$ cat src/rtl/hippo_alu_issue_if.sv
// Bundle of the execute-wrapper signals: decode-side issue inputs, the ALU
// operand/result pair, and the writeback valid/ready result channel.
// The slave modport is the wrapper's view; master is the surrounding core.
interface hippo_alu_issue_if #(
    parameter int XLEN     = 32,
    parameter int RegAddrW = 5
);
    logic                flush;
    logic                in_valid;
    logic                in_ready;
    logic [XLEN-1:0]     in_rs1_data;
    logic [XLEN-1:0]     in_rs2_data;
    logic [RegAddrW-1:0] in_rs1_addr;
    logic [RegAddrW-1:0] in_rs2_addr;
    logic [RegAddrW-1:0] in_rd_addr;
    logic [XLEN-1:0]     in_pc;
    logic [XLEN-1:0]     in_imm;
    logic                in_a_sel;
    logic                in_b_sel;
    logic                in_sub_arith;
    logic [2:0]          in_op;
    logic [XLEN-1:0]     alu_a;
    logic [XLEN-1:0]     alu_b;
    logic                alu_sub_arith;
    logic [2:0]          alu_op;
    logic [XLEN-1:0]     alu_res;
    logic                out_valid;
    logic                out_ready;
    logic [XLEN-1:0]     out_res;
    logic [RegAddrW-1:0] out_rd;

    modport slave (
        input  flush, in_valid, in_rs1_data, in_rs2_data, in_rs1_addr,
               in_rs2_addr, in_rd_addr, in_pc, in_imm, in_a_sel, in_b_sel,
               in_sub_arith, in_op, alu_res, out_ready,
        output in_ready, alu_a, alu_b, alu_sub_arith, alu_op,
               out_valid, out_res, out_rd
    );

    modport master (
        output flush, in_valid, in_rs1_data, in_rs2_data, in_rs1_addr,
               in_rs2_addr, in_rd_addr, in_pc, in_imm, in_a_sel, in_b_sel,
               in_sub_arith, in_op, alu_res, out_ready,
        input  in_ready, alu_a, alu_b, alu_sub_arith, alu_op,
               out_valid, out_res, out_rd
    );
endinterface

$ cat src/rtl/hippo_alu_issue.sv
// Two-stage execute wrapper around the combinational ALU.
// S1 registers the selected (and forwarded) ALU operands; S2 registers the
// ALU result and offers it to writeback through a valid/ready handshake.
module hippo_alu_issue #(
    parameter int XLEN     = 32,
    parameter int RegAddrW = 5
) (
    input  logic                  clk,
    input  logic                  reset,
    hippo_alu_issue_if.slave      bus
);

    logic                s1_valid;
    logic                s2_valid;
    logic [RegAddrW-1:0] s1_rd;
    logic [XLEN-1:0]     alu_a_q;
    logic [XLEN-1:0]     alu_b_q;
    logic                alu_sub_arith_q;
    logic [2:0]          alu_op_q;
    logic [XLEN-1:0]     out_res_q;
    logic [RegAddrW-1:0] out_rd_q;

    logic                s1_move;
    logic                accept;
    logic [XLEN-1:0]     fwd_rs1;
    logic [XLEN-1:0]     fwd_rs2;

    // S1 advances whenever S2 is empty or S2 retires in the same cycle, so
    // in_ready depends combinationally on out_ready.
    assign s1_move      = s1_valid & (~s2_valid | bus.out_ready);
    assign bus.in_ready = ~s1_valid | s1_move;
    assign accept       = bus.in_valid & bus.in_ready & ~bus.flush;

    assign bus.alu_a         = alu_a_q;
    assign bus.alu_b         = alu_b_q;
    assign bus.alu_sub_arith = alu_sub_arith_q;
    assign bus.alu_op        = alu_op_q;
    assign bus.out_valid     = s2_valid;
    assign bus.out_res       = out_res_q;
    assign bus.out_rd        = out_rd_q;

    // Forwarding: youngest in-flight producer wins (S1 result, then S2
    // result, even if S2 is retiring now); x0 is never forwarded.
    always_comb begin
        fwd_rs1 = bus.in_rs1_data;
        fwd_rs2 = bus.in_rs2_data;
        if (bus.in_rs1_addr != '0) begin
            if (s1_valid && (s1_rd == bus.in_rs1_addr)) begin
                fwd_rs1 = bus.alu_res;
            end else if (s2_valid && (out_rd_q == bus.in_rs1_addr)) begin
                fwd_rs1 = out_res_q;
            end
        end
        if (bus.in_rs2_addr != '0) begin
            if (s1_valid && (s1_rd == bus.in_rs2_addr)) begin
                fwd_rs2 = bus.alu_res;
            end else if (s2_valid && (out_rd_q == bus.in_rs2_addr)) begin
                fwd_rs2 = out_res_q;
            end
        end
    end

    // Stage occupancy: flush empties both stages, otherwise S1 fills on
    // accept and S2 fills on S1 move or drains on retire.
    always_ff @(posedge clk) begin
        if (reset) begin
            s1_valid <= 1'b0;
            s2_valid <= 1'b0;
        end else if (bus.flush) begin
            s1_valid <= 1'b0;
            s2_valid <= 1'b0;
        end else begin
            if (accept) begin
                s1_valid <= 1'b1;
            end else if (s1_move) begin
                s1_valid <= 1'b0;
            end
            if (s1_move) begin
                s2_valid <= 1'b1;
            end else if (bus.out_ready) begin
                s2_valid <= 1'b0;
            end
        end
    end

    // S1 data: load selected operands on accept, hold otherwise so the ALU
    // inputs are stable during a stall.
    always_ff @(posedge clk) begin
        if (reset) begin
            alu_a_q         <= '0;
            alu_b_q         <= '0;
            alu_sub_arith_q <= 1'b0;
            alu_op_q        <= 3'd0;
            s1_rd           <= '0;
        end else if (accept) begin
            alu_a_q         <= bus.in_a_sel ? bus.in_pc  : fwd_rs1;
            alu_b_q         <= bus.in_b_sel ? bus.in_imm : fwd_rs2;
            alu_sub_arith_q <= bus.in_sub_arith;
            alu_op_q        <= bus.in_op;
            s1_rd           <= bus.in_rd_addr;
        end
    end

    // S2 data: capture the ALU result as S1 moves; a flush leaves it alone.
    always_ff @(posedge clk) begin
        if (reset) begin
            out_res_q <= '0;
            out_rd_q  <= '0;
        end else if (s1_move && !bus.flush) begin
            out_res_q <= bus.alu_res;
            out_rd_q  <= s1_rd;
        end
    end

endmodule

$ cat src/flat_wrapper.sv
// flat-port wrapper written by rule: the top's interface ports become plain ports
module hippo_alu_issue_flat 
#(
    parameter int XLEN     = 32,
    parameter int RegAddrW = 5
)
  (clk, reset, bus_flush, bus_in_valid, bus_in_rs1_data, bus_in_rs2_data, bus_in_rs1_addr, bus_in_rs2_addr, bus_in_rd_addr, bus_in_pc, bus_in_imm, bus_in_a_sel, bus_in_b_sel, bus_in_sub_arith, bus_in_op, bus_alu_res, bus_out_ready, bus_in_ready, bus_alu_a, bus_alu_b, bus_alu_sub_arith, bus_alu_op, bus_out_valid, bus_out_res, bus_out_rd);
  hippo_alu_issue_if #(.XLEN(XLEN), .RegAddrW(RegAddrW)) bus_i ();
  input  logic clk;
  input  logic reset;
  input wire logic [$bits(bus_i.flush)-1:0] bus_flush;
  input wire logic [$bits(bus_i.in_valid)-1:0] bus_in_valid;
  input wire logic [$bits(bus_i.in_rs1_data)-1:0] bus_in_rs1_data;
  input wire logic [$bits(bus_i.in_rs2_data)-1:0] bus_in_rs2_data;
  input wire logic [$bits(bus_i.in_rs1_addr)-1:0] bus_in_rs1_addr;
  input wire logic [$bits(bus_i.in_rs2_addr)-1:0] bus_in_rs2_addr;
  input wire logic [$bits(bus_i.in_rd_addr)-1:0] bus_in_rd_addr;
  input wire logic [$bits(bus_i.in_pc)-1:0] bus_in_pc;
  input wire logic [$bits(bus_i.in_imm)-1:0] bus_in_imm;
  input wire logic [$bits(bus_i.in_a_sel)-1:0] bus_in_a_sel;
  input wire logic [$bits(bus_i.in_b_sel)-1:0] bus_in_b_sel;
  input wire logic [$bits(bus_i.in_sub_arith)-1:0] bus_in_sub_arith;
  input wire logic [$bits(bus_i.in_op)-1:0] bus_in_op;
  input wire logic [$bits(bus_i.alu_res)-1:0] bus_alu_res;
  input wire logic [$bits(bus_i.out_ready)-1:0] bus_out_ready;
  output wire logic [$bits(bus_i.in_ready)-1:0] bus_in_ready;
  output wire logic [$bits(bus_i.alu_a)-1:0] bus_alu_a;
  output wire logic [$bits(bus_i.alu_b)-1:0] bus_alu_b;
  output wire logic [$bits(bus_i.alu_sub_arith)-1:0] bus_alu_sub_arith;
  output wire logic [$bits(bus_i.alu_op)-1:0] bus_alu_op;
  output wire logic [$bits(bus_i.out_valid)-1:0] bus_out_valid;
  output wire logic [$bits(bus_i.out_res)-1:0] bus_out_res;
  output wire logic [$bits(bus_i.out_rd)-1:0] bus_out_rd;
  assign bus_i.flush = bus_flush;
  assign bus_i.in_valid = bus_in_valid;
  assign bus_i.in_rs1_data = bus_in_rs1_data;
  assign bus_i.in_rs2_data = bus_in_rs2_data;
  assign bus_i.in_rs1_addr = bus_in_rs1_addr;
  assign bus_i.in_rs2_addr = bus_in_rs2_addr;
  assign bus_i.in_rd_addr = bus_in_rd_addr;
  assign bus_i.in_pc = bus_in_pc;
  assign bus_i.in_imm = bus_in_imm;
  assign bus_i.in_a_sel = bus_in_a_sel;
  assign bus_i.in_b_sel = bus_in_b_sel;
  assign bus_i.in_sub_arith = bus_in_sub_arith;
  assign bus_i.in_op = bus_in_op;
  assign bus_i.alu_res = bus_alu_res;
  assign bus_i.out_ready = bus_out_ready;
  assign bus_in_ready = bus_i.in_ready;
  assign bus_alu_a = bus_i.alu_a;
  assign bus_alu_b = bus_i.alu_b;
  assign bus_alu_sub_arith = bus_i.alu_sub_arith;
  assign bus_alu_op = bus_i.alu_op;
  assign bus_out_valid = bus_i.out_valid;
  assign bus_out_res = bus_i.out_res;
  assign bus_out_rd = bus_i.out_rd;
  hippo_alu_issue #(.XLEN(XLEN), .RegAddrW(RegAddrW)) u_core (.clk(clk), .reset(reset), .bus(bus_i));
endmodule
$ cat config.mk
export PLATFORM = sky130hd
export DESIGN_NAME = hippo_alu_issue_flat
export DESIGN_NICKNAME = d
export VERILOG_FILES = /design/src/rtl/hippo_alu_issue_if.sv /design/src/rtl/hippo_alu_issue.sv /design/src/flat_wrapper.sv
export SDC_FILE = /design/constraint.sdc
export NUM_CORES = 1
export LEC_CHECK = 0
export BUFFER_PORTS_ARGS = -buffer_cell sky130_fd_sc_hd__buf_4
export CAP_MARGIN = 20
export CORE_MARGIN = 3
export CORE_UTILIZATION = 45
export CTS_BUF_LIST = sky130_fd_sc_hd__clkbuf_16
export CTS_CLUSTER_DIAMETER = 60
export CTS_CLUSTER_SIZE = 28
export DETAILED_ROUTE_END_ITERATION = 16
export PLACE_DENSITY = 0.8
export SYNTH_ARGS = -nofsm -noshare
export SYNTH_HDL_FRONTEND = slang
export SYNTH_SLANG_ARGS = --single-unit
export TNS_END_PERCENT = 50
$ cat constraint.sdc
create_clock -name clk -period 2.2 [get_ports clk]
set_input_delay 0.44 -clock clk [delete_from_list [all_inputs] [get_ports clk]]
set_output_delay 0.44 -clock clk [all_outputs]
set_load 0.05 [all_outputs]
# After elaboration in Yosys (flattened, before gate mapping)
# Index checks and enable logic that the tools add are counted.
word_totals:
  wordCells: 44
  in_bits: 186
  out_inout_bits: 107
  reg_bits: 112
classes:
  bitwise_logic: 8
  n_eq_ne: 4
  n_reduce_logical: 11
  n_mux: 12
op_table:
  columns: ["op", "count"]
  rows:
  - ["$mux W32", 8]
  - ["$eq A5 B5 Y1", 4]
  - ["$reduce_bool A5 Y1", 2]
  - ["$logic_and A1 B1 Y1", 5]
  - ["$mux W1", 4]
  - ["$reduce_bool A2 Y1", 2]
  - ["$and A1 B1 Y1", 3]
  - ["$not A1 Y1", 3]
  - ["$or A1 B1 Y1", 2]
  - ["$reduce_or A2 Y1", 1]
  - ["$logic_not A1 Y1", 1]

# Logic depth before layout (Yosys ltp)
# Gate-level depths: netlist of the first run.
logic_depth:
  word_depth: 7
  depth_mapped: 9
  ltp_nobuf: 6

# Worst setup path after synthesis of the first run
# Ideal clock, no wire load.
synth_path:
  path_type: "flip-flop to flip-flop"
  start: "reg u_core.s2_valid (netlist: u_core.bus.out_valid)"
  end: "reg u_core.alu_a_q[10] (netlist: u_core.bus.alu_a[10])"
  stages_incl_launch_ff: 9
  period_less_slack_ps: 2343
  arrival_ps: 2247
  setup_time_ps: 96
  path_slack_ps: -143
  path_buffers: 3
  required_ps: 2104
  path_cell_list: "dfxtp_1 and2b_1 nand2_1 nand3b_1 buf_2 buf_2 clkbuf_1 nand3b_1 o41ai_2"
synth_between:
  elab_chain_cells: 6
  word_cells_on_any_way: 11
  cone_classes: "mux: 4; bitwise: 6; reduce/logical: 1"
synth_rtl:
  columns: ["element", "line", "source"]
  rows:
  - ["start, declared", "hippo_alu_issue.sv:14", "logic s2_valid;"]
  - ["start signal, assigned", "hippo_alu_issue.sv:68", "s2_valid <= 1'b0;"]
  - ["start signal, assigned", "hippo_alu_issue.sv:71", "s2_valid <= 1'b0;"]
  - ["start signal, assigned", "hippo_alu_issue.sv:79", "s2_valid <= 1'b1;"]
  - ["$not A1 Y1", "hippo_alu_issue.sv:30", "assign s1_move = s1_valid & (~s2_valid | bus.out_ready);"]
  - ["$or A1 B1 Y1", "hippo_alu_issue.sv:30", null]
  - ["$and A1 B1 Y1", "hippo_alu_issue.sv:30", null]
  - ["$or A1 B1 Y1", "hippo_alu_issue.sv:31", "assign bus.in_ready = ~s1_valid | s1_move;"]
  - ["net bus_in_ready", "flat_wrapper.sv:26", "output wire logic [$bits(bus_i.in_ready)-1:0] bus_in_ready;"]
  - ["$and A1 B1 Y1 (2 in series)", "hippo_alu_issue.sv:32", "assign accept = bus.in_valid & bus.in_ready & ~bus.flush;"]
  - ["end signal, assigned", "hippo_alu_issue.sv:96", "alu_a_q <= bus.in_a_sel ? bus.in_pc : fwd_rs1;"]
  - ["end, declared", "hippo_alu_issue.sv:16", "logic [XLEN-1:0] alu_a_q;"]
# The timed path passes the listed nets, and every way through them passes these cells.
# A chain may end at the register's enable or synchronous reset.

# Worst setup path in the final report of the first run
layout_path:
  start: "reg u_core.out_rd_q[3] (netlist: u_core.bus.out_rd[3])"
  end: "reg u_core.alu_a_q[15] (netlist: u_core.bus.alu_a[15])"
layout_between:
  elab_chain_cells: 6
layout_rtl:
  columns: ["element", "line", "source"]
  rows:
  - ["start, declared", "hippo_alu_issue.sv:21", "logic [RegAddrW-1:0] out_rd_q;"]
  - ["start signal, assigned", "hippo_alu_issue.sv:111", "out_rd_q <= s1_rd;"]
  - ["$eq A5 B5 Y1", "hippo_alu_issue.sv:50", "end else if (s2_valid && (out_rd_q == bus.in_rs1_addr)) begin"]
  - ["$logic_and A1 B1 Y1", "hippo_alu_issue.sv:50", null]
  - ["$mux W32", "hippo_alu_issue.sv:50", null]
  - ["$mux W32", "hippo_alu_issue.sv:48", "if (s1_valid && (s1_rd == bus.in_rs1_addr)) begin"]
  - ["$mux W32", "hippo_alu_issue.sv:47", "if (bus.in_rs1_addr != '0) begin"]
  - ["$mux W32", "hippo_alu_issue.sv:96", null]
# Every way passes these cells.

==> results of run 1 <==
-- sequential cells by signal, indices dropped and copies added (netlist names) --
register,count
u_core.bus.alu_a,32
u_core.bus.alu_b,32
u_core.bus.out_res,32
u_core.bus.out_rd,5
u_core.s1_rd,5
u_core.bus.alu_op,3
u_core.bus.alu_sub_arith,1
u_core.bus.out_valid,1
u_core.s1_valid,1
-- routing by layer --
metal,up-vias,track usage,share of wire
met4,0,0.100,0.033
li1,3752,-,-
met1,3665,0.403,0.44
met2,349,0.433,0.45
met3,48,0.0533,0.076
met5,-,0,0
-- synth_stat cells, drive strengths merged, types with 11 or more instances --
cell type	n
a21oi	167
nand2	153
dfxtp	112
o21ai	70
nor2	69
clkbuf	58
nand3b	55
o41ai	54
mux2	46
buf	29
xnor2	20
nor3	14
inv	11
-- power by group through the flow --
stage	Sequential, W	Clock, W	Combinational, W
2_1_floorplan	0.00252	0	0.000533
3_3_place_gp	0.00223	0	0.00140
3_5_place_dp	0.00223	0	0.00142
4_1_cts	0.00219	0.00185	0.00142
5_1_grt	0.00220	0.00193	0.00152
6_report	0.00219	0.00183	0.00143
-- worst min-delay path by stage --
stage / startpoint / endpoint / cells after the start
after floorplan: u_core.s1_rd[4] / u_core.bus.out_rd[4] / 2
after global placement: u_core.bus.alu_op[0] / u_core.bus.alu_op[0] / 2
after detailed placement: u_core.bus.alu_op[2] / u_core.bus.alu_op[2] / 2
after CTS: bus_flush / u_core.bus.out_valid / 2
after global routing: bus_flush / u_core.bus.out_valid / 2
final: bus_flush / u_core.bus.out_valid / 2
-- through the flow --
stage	hold WS (ns)	instance area, sq um	total power, W	instances
2_1_floorplan	0.474	7370	0.00305	904
3_3_place_gp	0.444	9780	0.00363	1363
3_5_place_dp	0.449	9780	0.00365	1363
4_1_cts	0.288	10100	0.00546	1379
5_1_grt	0.296	10100	0.00565	1379
6_report	0.300	10100	0.00544	1379
-- worst max-delay path: cells and delay by family, from the launching register on --
family	cells	cell delay [ns]
xor gates and xnor gates	1	0.17
muxes	1	0.30
AOI/OAI and AO/OA	2	0.34
buffers and inverters	1	0.18
and+or+nand+nor	2	0.56
DFF	1	0.36
-- layout make-up --
cell class,instances,area share
inverters,11,0.00409
multi-input cells,694,0.456
flip-flops and latches,112,0.223
repair buffers,330,0.259
clock buffers,9,0.0223
clock inverters,7,0.00917
well taps,216,0.0268
-- kinds of logic (layout without fill, tap and decap cells) --
group,after synthesis,count (layout),synth area share
compound gates,321,321,0.320
xor+xnor,20,20,0.0238
buf+inv,98,357,0.0717
flops,112,112,0.304
mux,46,46,0.0841
simple gates,307,307,0.196
==> out/metrics.yaml, run 1 <==
slew_violations: 0
synthArstFlopShare: 0
switching_share: 0.316
core_sq_mm: 0.0159
worstPathArrival_ns: 2.28
clk_pin_slew_worst_paths_ns: 0.08
synth_area_leaders: "dfxtp_1 (30%), o41ai_2 (11%), a21oi_1 (10%)"
grt_pass1_vias: 7354
max_stage_delay_ns: 0.37
cp_max_fo: 23
fp.dieW_um: 134
maxCapViolCount: 0
antenna_found_initial: 0
place_congestion: 0.916
ff_latch_area_sq_mm: 0.00225
cts_htree_levels: 3
layout_common_cells: "buf_4 (318), nand2_1 (153), a21oi_1 (148), dfxtp_1 (107), nor2_1 (69)"
final_layout_size_suffix_gt1_frac: 0.408
p_clk_frac: 0.336
slowest_stage: "or2_2"
drt-vias-per-instance: 5.67
cts_made_buffers: 9
grt_usage: 0.284
pre_cts_ws_ns: 0.00920
firstDrtPassIters: 6
synth_ff_type: "dfxtp_1"
finalCriticalPeriod_ns: 2.03
post_drt_wl_per_cell_um: 19.5
cp_cell_sequence: "xnor2_1 > nand4_1 > or2_2 > buf_12 > mux2_4 > a21oi_1 > o41ai_2"
rsz0062_at_grt: "no"
pin_count: 293
cts_root_buffer: "clkbuf_16"
antenna_left: 0
p_seq_frac: 0.402
routed_wl_um: 26800
r2r_setup_slack_ns: 0.17
endpoint: "u_core.bus.alu_a[15]"
power.leakage_nw: 4.46
crit_start: "u_core.bus.out_rd[3]"
hold_violations: 0
yosys_warnings: 0
rows: 46
fin_ws_ns: 0.169
syn-num-nets: 1090
r2r-end: "u_core.bus.alu_a[15]"
cp.required_ns: 2.45
post-route-util: 0.633
syn_avg_cell_area_sq_um: 8.15
cts_resized: 0
tritoncts: "built"
comb_power_share: 0.262
synthToLayoutAreaGrowth_pct: 37.1
worstSkewPairLatency_ns: 0.36
cts_hold_buffers: 0
path_class: "flip-flop to flip-flop"
hpwl_um: 20200
clk_path_buf_depth: 2
grt_pass1_wl_um: 40900
p_int_w: 0.00373
ff2ff_path_depth: 7
portBuffers: 292
fillers: 1429
power_per_cell_area_mw_per_mm2: 539
dr_total_vias: 7814
reg2reg_from: "u_core.bus.out_rd[3]"
ir_drop_v: 0.000352
hp-class: "input port to flip-flop"
synth_seq_cells: 112
worst_slew_pin_slew_ns: 0.734
drc: 0
antenna_cells: 0
clock-sinks: 112
grt_overflow: 0
synth_top_cell_by_area: "dfxtp_1"
totalNegativeSetupSlack_ns: 0
layout_commonest_cell: "buf_4"
min_period_over_period: 0.923
yosysUniqueCellTypes: 34
synth_top_area_frac: 0.304
grt_max_degree: 60
syn_area_sq_mm: 0.00737
max_slew_margin: 0.511
end_kind: "flip-flop"
run_status: "finished clean"
synthCells: 904
die-area_sq_mm: 0.0179
synth_edf_count: 0
critPathLaunchType: "flip-flop"
start_util: 0.462
yosysSeqAreaShare: 0.304
fmax_mhz: 492
die_height_um: 134
fin_nets: 1344
setup_viol: 0
switching_power_w: 0.00172
drt_iter0_drc: 660
post-cts-setup-buffer-count: 0
finClkSkew_ns: 0.00743
multi_input_area_sq_mm: 0.00460
Note: power is estimated with default switching activity, not from simulation.
==> run 2, diff against run 1 <==
==> constraint.sdc (replaced) <==
create_clock -name clk -period 2.05 [get_ports clk]
set_input_delay 0.41 -clock clk [delete_from_list [all_inputs] [get_ports clk]]
set_output_delay 0.41 -clock clk [all_outputs]
set_load 0.05 [all_outputs]
==> run 2 against run 1 <==
Effect of this change: sequential share of layout area about the same; total power up 7.0%; fmax up 1.6%; clock power up 6%; register-to-register slack worse by 0.12 ns; setup slack worse by 0.12 ns; via count down 0.32%; first-iteration DRC count up 4.2%; final area up 0.27%; cell count about the same; combinational power up 8%.
==> out/metrics.yaml, run 2 (synthesis results as in run 1) <==
min_period_over_period: 0.976
final_layout_size_suffix_gt1_frac: 0.418
finClkSkew_ns: 0.0105
dr_total_vias: 7789
setup_viol: 0
fin_area_sq_mm: 0.0101
routed_wl_um: 26700
rows: 46
totalNegativeSetupSlack_ns: 0
grt_max_degree: 75
maxCapViolCount: 0
cp.required_ns: 2.30
grt_overflow: 0
grt_pass1_vias: 7289
cts_root_buffer: "clkbuf_16"
fin_nets: 1343
switching_power_w: 0.00184
layout_commonest_cell: "buf_4"
place_congestion: 0.950
grtUsageMet2: 0.414
max_slew_margin: 0.496
antenna_cells: 0
power_w: 0.00583
grt_pass1_wl_um: 40400
hpwl_um: 20000
clk_pin_slew_worst_paths_ns: 0.08
p_clk_frac: 0.332
synthToLayoutAreaGrowth_pct: 37.5
fmax_mhz: 500
use_met3: 0.0435
switching_share: 0.315
cp_cell_sequence: "xnor2_1 > nand4_1 > or2_2 > buf_12 > mux2_2 > a21oi_1 > o41ai_1"
pre_cts_ws_ns: -0.150
fillers: 1415
ir_drop_v: 0.000436
hp-start: "bus_flush"
hp-class: "input port to flip-flop"
layout_common_cells: "buf_4 (318), nand2_1 (152), a21oi_1 (142), dfxtp_1 (102), nor2_1 (69)"
drt-vias-per-instance: 5.65
p_int_w: 0.00399
fp.dieW_um: 134
clock-sinks: 112
portBuffers: 292
finalCriticalPeriod_ns: 2.00
die-area_sq_mm: 0.0179
run_status: "finished clean"
worst_slew_pin_slew_ns: 0.756
antenna_found_initial: 0
post_drt_wl_per_cell_um: 19.4
power_per_cell_area_mw_per_mm2: 575
core_sq_mm: 0.0159
placed_cell_area_sq_mm: 0.00976
met1_usage: 0.408
rsz0062_at_grt: "yes"
fin_ws_ns: 0.0500
end_kind: "flip-flop"
critPathLaunchType: "flip-flop"
firstDrtPassIters: 5
post-route-util: 0.635
pin_count: 293
antenna_left: 0
p_seq_frac: 0.403
comb_power_share: 0.265
grt_busiest_layer: "met2"
reg2reg_from: "u_core.bus.out_rd[4]"
grt_usage: 0.281
max_stage_delay_ns: 0.36
slew_violations: 0
drt_iter0_drc: 688
cts_htree_levels: 3
path_class: "flip-flop to flip-flop"
crit_start: "u_core.bus.out_rd[4]"
hold_violations: 0
clk_path_buf_depth: 2
cts_made_buffers: 9
power.leakage_nw: 4.46
start_util: 0.462
drc: 0
die_height_um: 134
worstPathArrival_ns: 2.25
worstSkewPairLatency_ns: 0.36
cp_max_fo: 28
slowest_stage: "dfxtp_2"
tritoncts: "built"
[run 2: changes by cell type in the layout (fill, tap and decap cells not counted), moves of 5 or more]
cell / before / now
a21oi_1: 148 / 142
a21oi_2: 17 / 23
dfxtp_1: 107 / 102
dfxtp_2: 5 / 10
o21ai_0: 39 / 32
o21ai_1: 31 / 38
[run 2: cell type report]
type                            instances  area [sq um]  share of cell area
Tap cell                              216           270              0.0267
Timing Repair Buffer                  329          2600               0.257
Multi-Input combinational cell        694          4650               0.459
Clock buffer                            9           225              0.0222
Inverter                               11          41.3             0.00408
Clock inverter                          7          86.3             0.00852
Sequential cell                       112          2250               0.223
[run 2: worst max-delay path: cells and delay by family, from the launching register on]
family,cells,cell delay [ns]
buffers and inverters,1,0.19
AND/OR/NAND/NOR,2,0.52
AO/OA/AOI/OAI,2,0.40
flip-flops,1,0.36
XOR/XNOR,1,0.17
multiplexers,1,0.24
[run 2: power groups by stage]
stage / combinational [W] / clock, W / sequential, W
after floorplan: 0.000573 / 0 / 0.00270
after global placement: 0.00150 / 0 / 0.00240
after detailed placement: 0.00152 / 0 / 0.00240
after CTS: 0.00153 / 0.00196 / 0.00235
after global routing: 0.00164 / 0.00202 / 0.00236
final: 0.00154 / 0.00194 / 0.00235
[run 2: path summary, 6_finish.rpt]
path,to,slack [ns],cells past startpoint
setup reg to reg,u_core.bus.alu_a[0],0.05,7
setup / recovery,u_core.bus.alu_a[0],0.05,7
hold reg to reg,u_core.bus.alu_sub_arith,0.46,2
hold / removal,u_core.bus.out_valid,0.26,2
[run 2: timing repair]
item | 4_1_cts | 5_1_grt
hold buffers | 0 | 0
buffers inserted | 0 | 1
setup endpoints to repair | 0 | 25
resized for setup | 0 | 20
[run 2: through the flow]
stage	std cells	hold slack (ns)
final	1378	0.259
after floorplan	904	0.474
after CTS	1377	0.248
after detailed placement	1361	0.451
after global placement	1361	0.447
after global routing	1378	0.257
[run 2: routing by layer]
| layer | up-vias | routed length [um] |
|---|---|---|
| met5 | - | 0 |
| met4 | 0 | 1060 |
| met3 | 62 | 2090 |
| met2 | 380 | 11600 |
| met1 | 3603 | 12000 |
| li1 | 3744 | - |
==> run 3, diff against run 2 <==
--- a/config.mk
+++ b/config.mk
@@ -8,12 +8,12 @@
 export BUFFER_PORTS_ARGS = -buffer_cell sky130_fd_sc_hd__buf_4
 export CAP_MARGIN = 20
 export CORE_MARGIN = 3
-export CORE_UTILIZATION = 45
+export CORE_UTILIZATION = 40
 export CTS_BUF_LIST = sky130_fd_sc_hd__clkbuf_16
 export CTS_CLUSTER_DIAMETER = 60
 export CTS_CLUSTER_SIZE = 28
 export DETAILED_ROUTE_END_ITERATION = 16
-export PLACE_DENSITY = 0.8
+export PLACE_DENSITY = 0.73
 export SYNTH_ARGS = -nofsm -noshare
 export SYNTH_HDL_FRONTEND = slang
 export SYNTH_SLANG_ARGS = --single-unit
==> run 3 against run 2 <==
Effect of this change: routed wire length rose by 4.0%; sequential power about the same; sequential cell count did not move; critical endpoint is now u_core.bus.alu_b[16].
==> out/metrics.yaml, run 3 (synthesis results as in run 1) <==
cts_hold_buffers: 0
fin_area_sq_mm: 0.0103
worstPathArrival_ns: 2.25
layout_common_cells: "buf_4 (331), nand2_1 (152), a21oi_1 (147), dfxtp_1 (102), nor2_1 (69)"
max_stage_delay_ns: 0.34
use_met3: 0.0502
ir_drop_v: 0.000368
cp_common_cell: "buf_4"
ff_latch_area_sq_mm: 0.00225
grt_max_degree: 47
end_kind: "flip-flop"
placed_cell_area_sq_mm: 0.00995
post_drt_wl_per_cell_um: 19.8
min_period_over_period: 0.969
antenna_found_initial: 0
cp.required_ns: 2.31
worstSkewPairLatency_ns: 0.36
start_util: 0.417
cts_resized: 0
instances_no_fill: 1404
hold_violations: 0
cts_htree_levels: 3
power.leakage_nw: 4.56
cp_max_fo: 18
hp-class: "input port to flip-flop"
clock-sinks: 112
grt_busiest_layer: "met2"
hpwl_um: 21300
setup_viol: 0
slowest_stage: "dfxtp_1"
core_sq_mm: 0.0177
synthToLayoutAreaGrowth_pct: 39.8
multi_input_area_sq_mm: 0.00463
die-area_sq_mm: 0.0201
die_height_um: 142
clk_path_buf_depth: 2
dr_total_vias: 7886
path_class: "flip-flop to flip-flop"
fillers: 1596
layout_commonest_cell: "buf_4"
fmax_mhz: 503
grtUsageMet2: 0.398
max_slew_margin: 0.511
grt_usage: 0.265
drt-vias-per-instance: 5.62
final_layout_size_suffix_gt1_frac: 0.423
met1_usage: 0.378
slew_violations: 0
cts_made_buffers: 9
antenna_left: 0
finalCriticalPeriod_ns: 1.99
fin_nets: 1360
maxCapViolCount: 0
firstDrtPassIters: 5
post-cts-setup-buffer-count: 0
grt_pass1_vias: 7558
routed_wl_um: 27800
critPathTopFamily: "compound AO/OA/AOI/OAI gates"
run_status: "finished clean"
drt_iter0_drc: 688
power_per_cell_area_mw_per_mm2: 571
finClkSkew_ns: 0.0109
pin_count: 293
grt_overflow: 0
dp.cells: 1388
portBuffers: 292
critPathLaunchType: "flip-flop"
tritoncts: "built"
cts_root_buffer: "clkbuf_16"
antenna_cells: 0
place_congestion: 0.887
drc: 0
rows: 48
clk_pin_slew_worst_paths_ns: 0.08
fp.dieW_um: 142
grt_pass1_wl_um: 42400
cp_cell_sequence: "buf_4 > xnor2_1 > nand2_1 > or2_4 > buf_4 > o21ai_0 > a21oi_2 > o41ai_2"
critPathBufInv: 2
worst_slew_pin_slew_ns: 0.733
## run 3: final timing paths
path | startpoint | end | slack, ns | cells past startpoint
max | u_core.s1_rd[3] | u_core.bus.alu_b[16] | 0.06 | 8
min | bus_flush | u_core.bus.out_valid | 0.26 | 2
max reg2reg | u_core.s1_rd[3] | u_core.bus.alu_b[16] | 0.06 | 8
min reg2reg | u_core.bus.alu_op[2] | u_core.bus.alu_op[2] | 0.46 | 2
## run 3: per-layer routing
layer | part of all wire | wire length (um) | up-vias
met2 | 0.45 | 12400 | 377
met4 | 0.030 | 832 | 0
li1 | - | - | 3769
met5 | 0 | 0 | -
met1 | 0.44 | 12100 | 3684
met3 | 0.089 | 2490 | 56
## run 3: power breakdown
group / total, W / internal [W] / switching [W]
Sequential: 0.00235 / 0.00227 / 0.0000729
Combinational: 0.00157 / 0.000669 / 0.000900
Clock: 0.00197 / 0.00108 / 0.000891
Total: 0.00588 / 0.00402 / 0.00186
## run 3: cell type report
type,instances,share of cell area
Timing Repair Buffer,346,0.270
Tap cell,225,0.0273
Clock inverter,7,0.00923
Multi-Input combinational cell,694,0.449
Sequential cell,112,0.219
Clock buffer,9,0.0219
Inverter,11,0.00401
## run 3: per-stage QoR
stage	TNS (ns)	hold slack (ns)	power [W]	utilization	setup WS, ns
CTS	0	0.246	0.00591	0.582	0.0186
global placement	-1.06	0.444	0.00393	0.564	-0.0785
floorplan	0	0.474	0.00327	-	0.00556
finish	0	0.259	0.00588	0.583	0.0631
detailed placement	-2.86	0.449	0.00395	0.564	-0.122
global route	-0.0398	0.251	0.00611	0.583	-0.0398
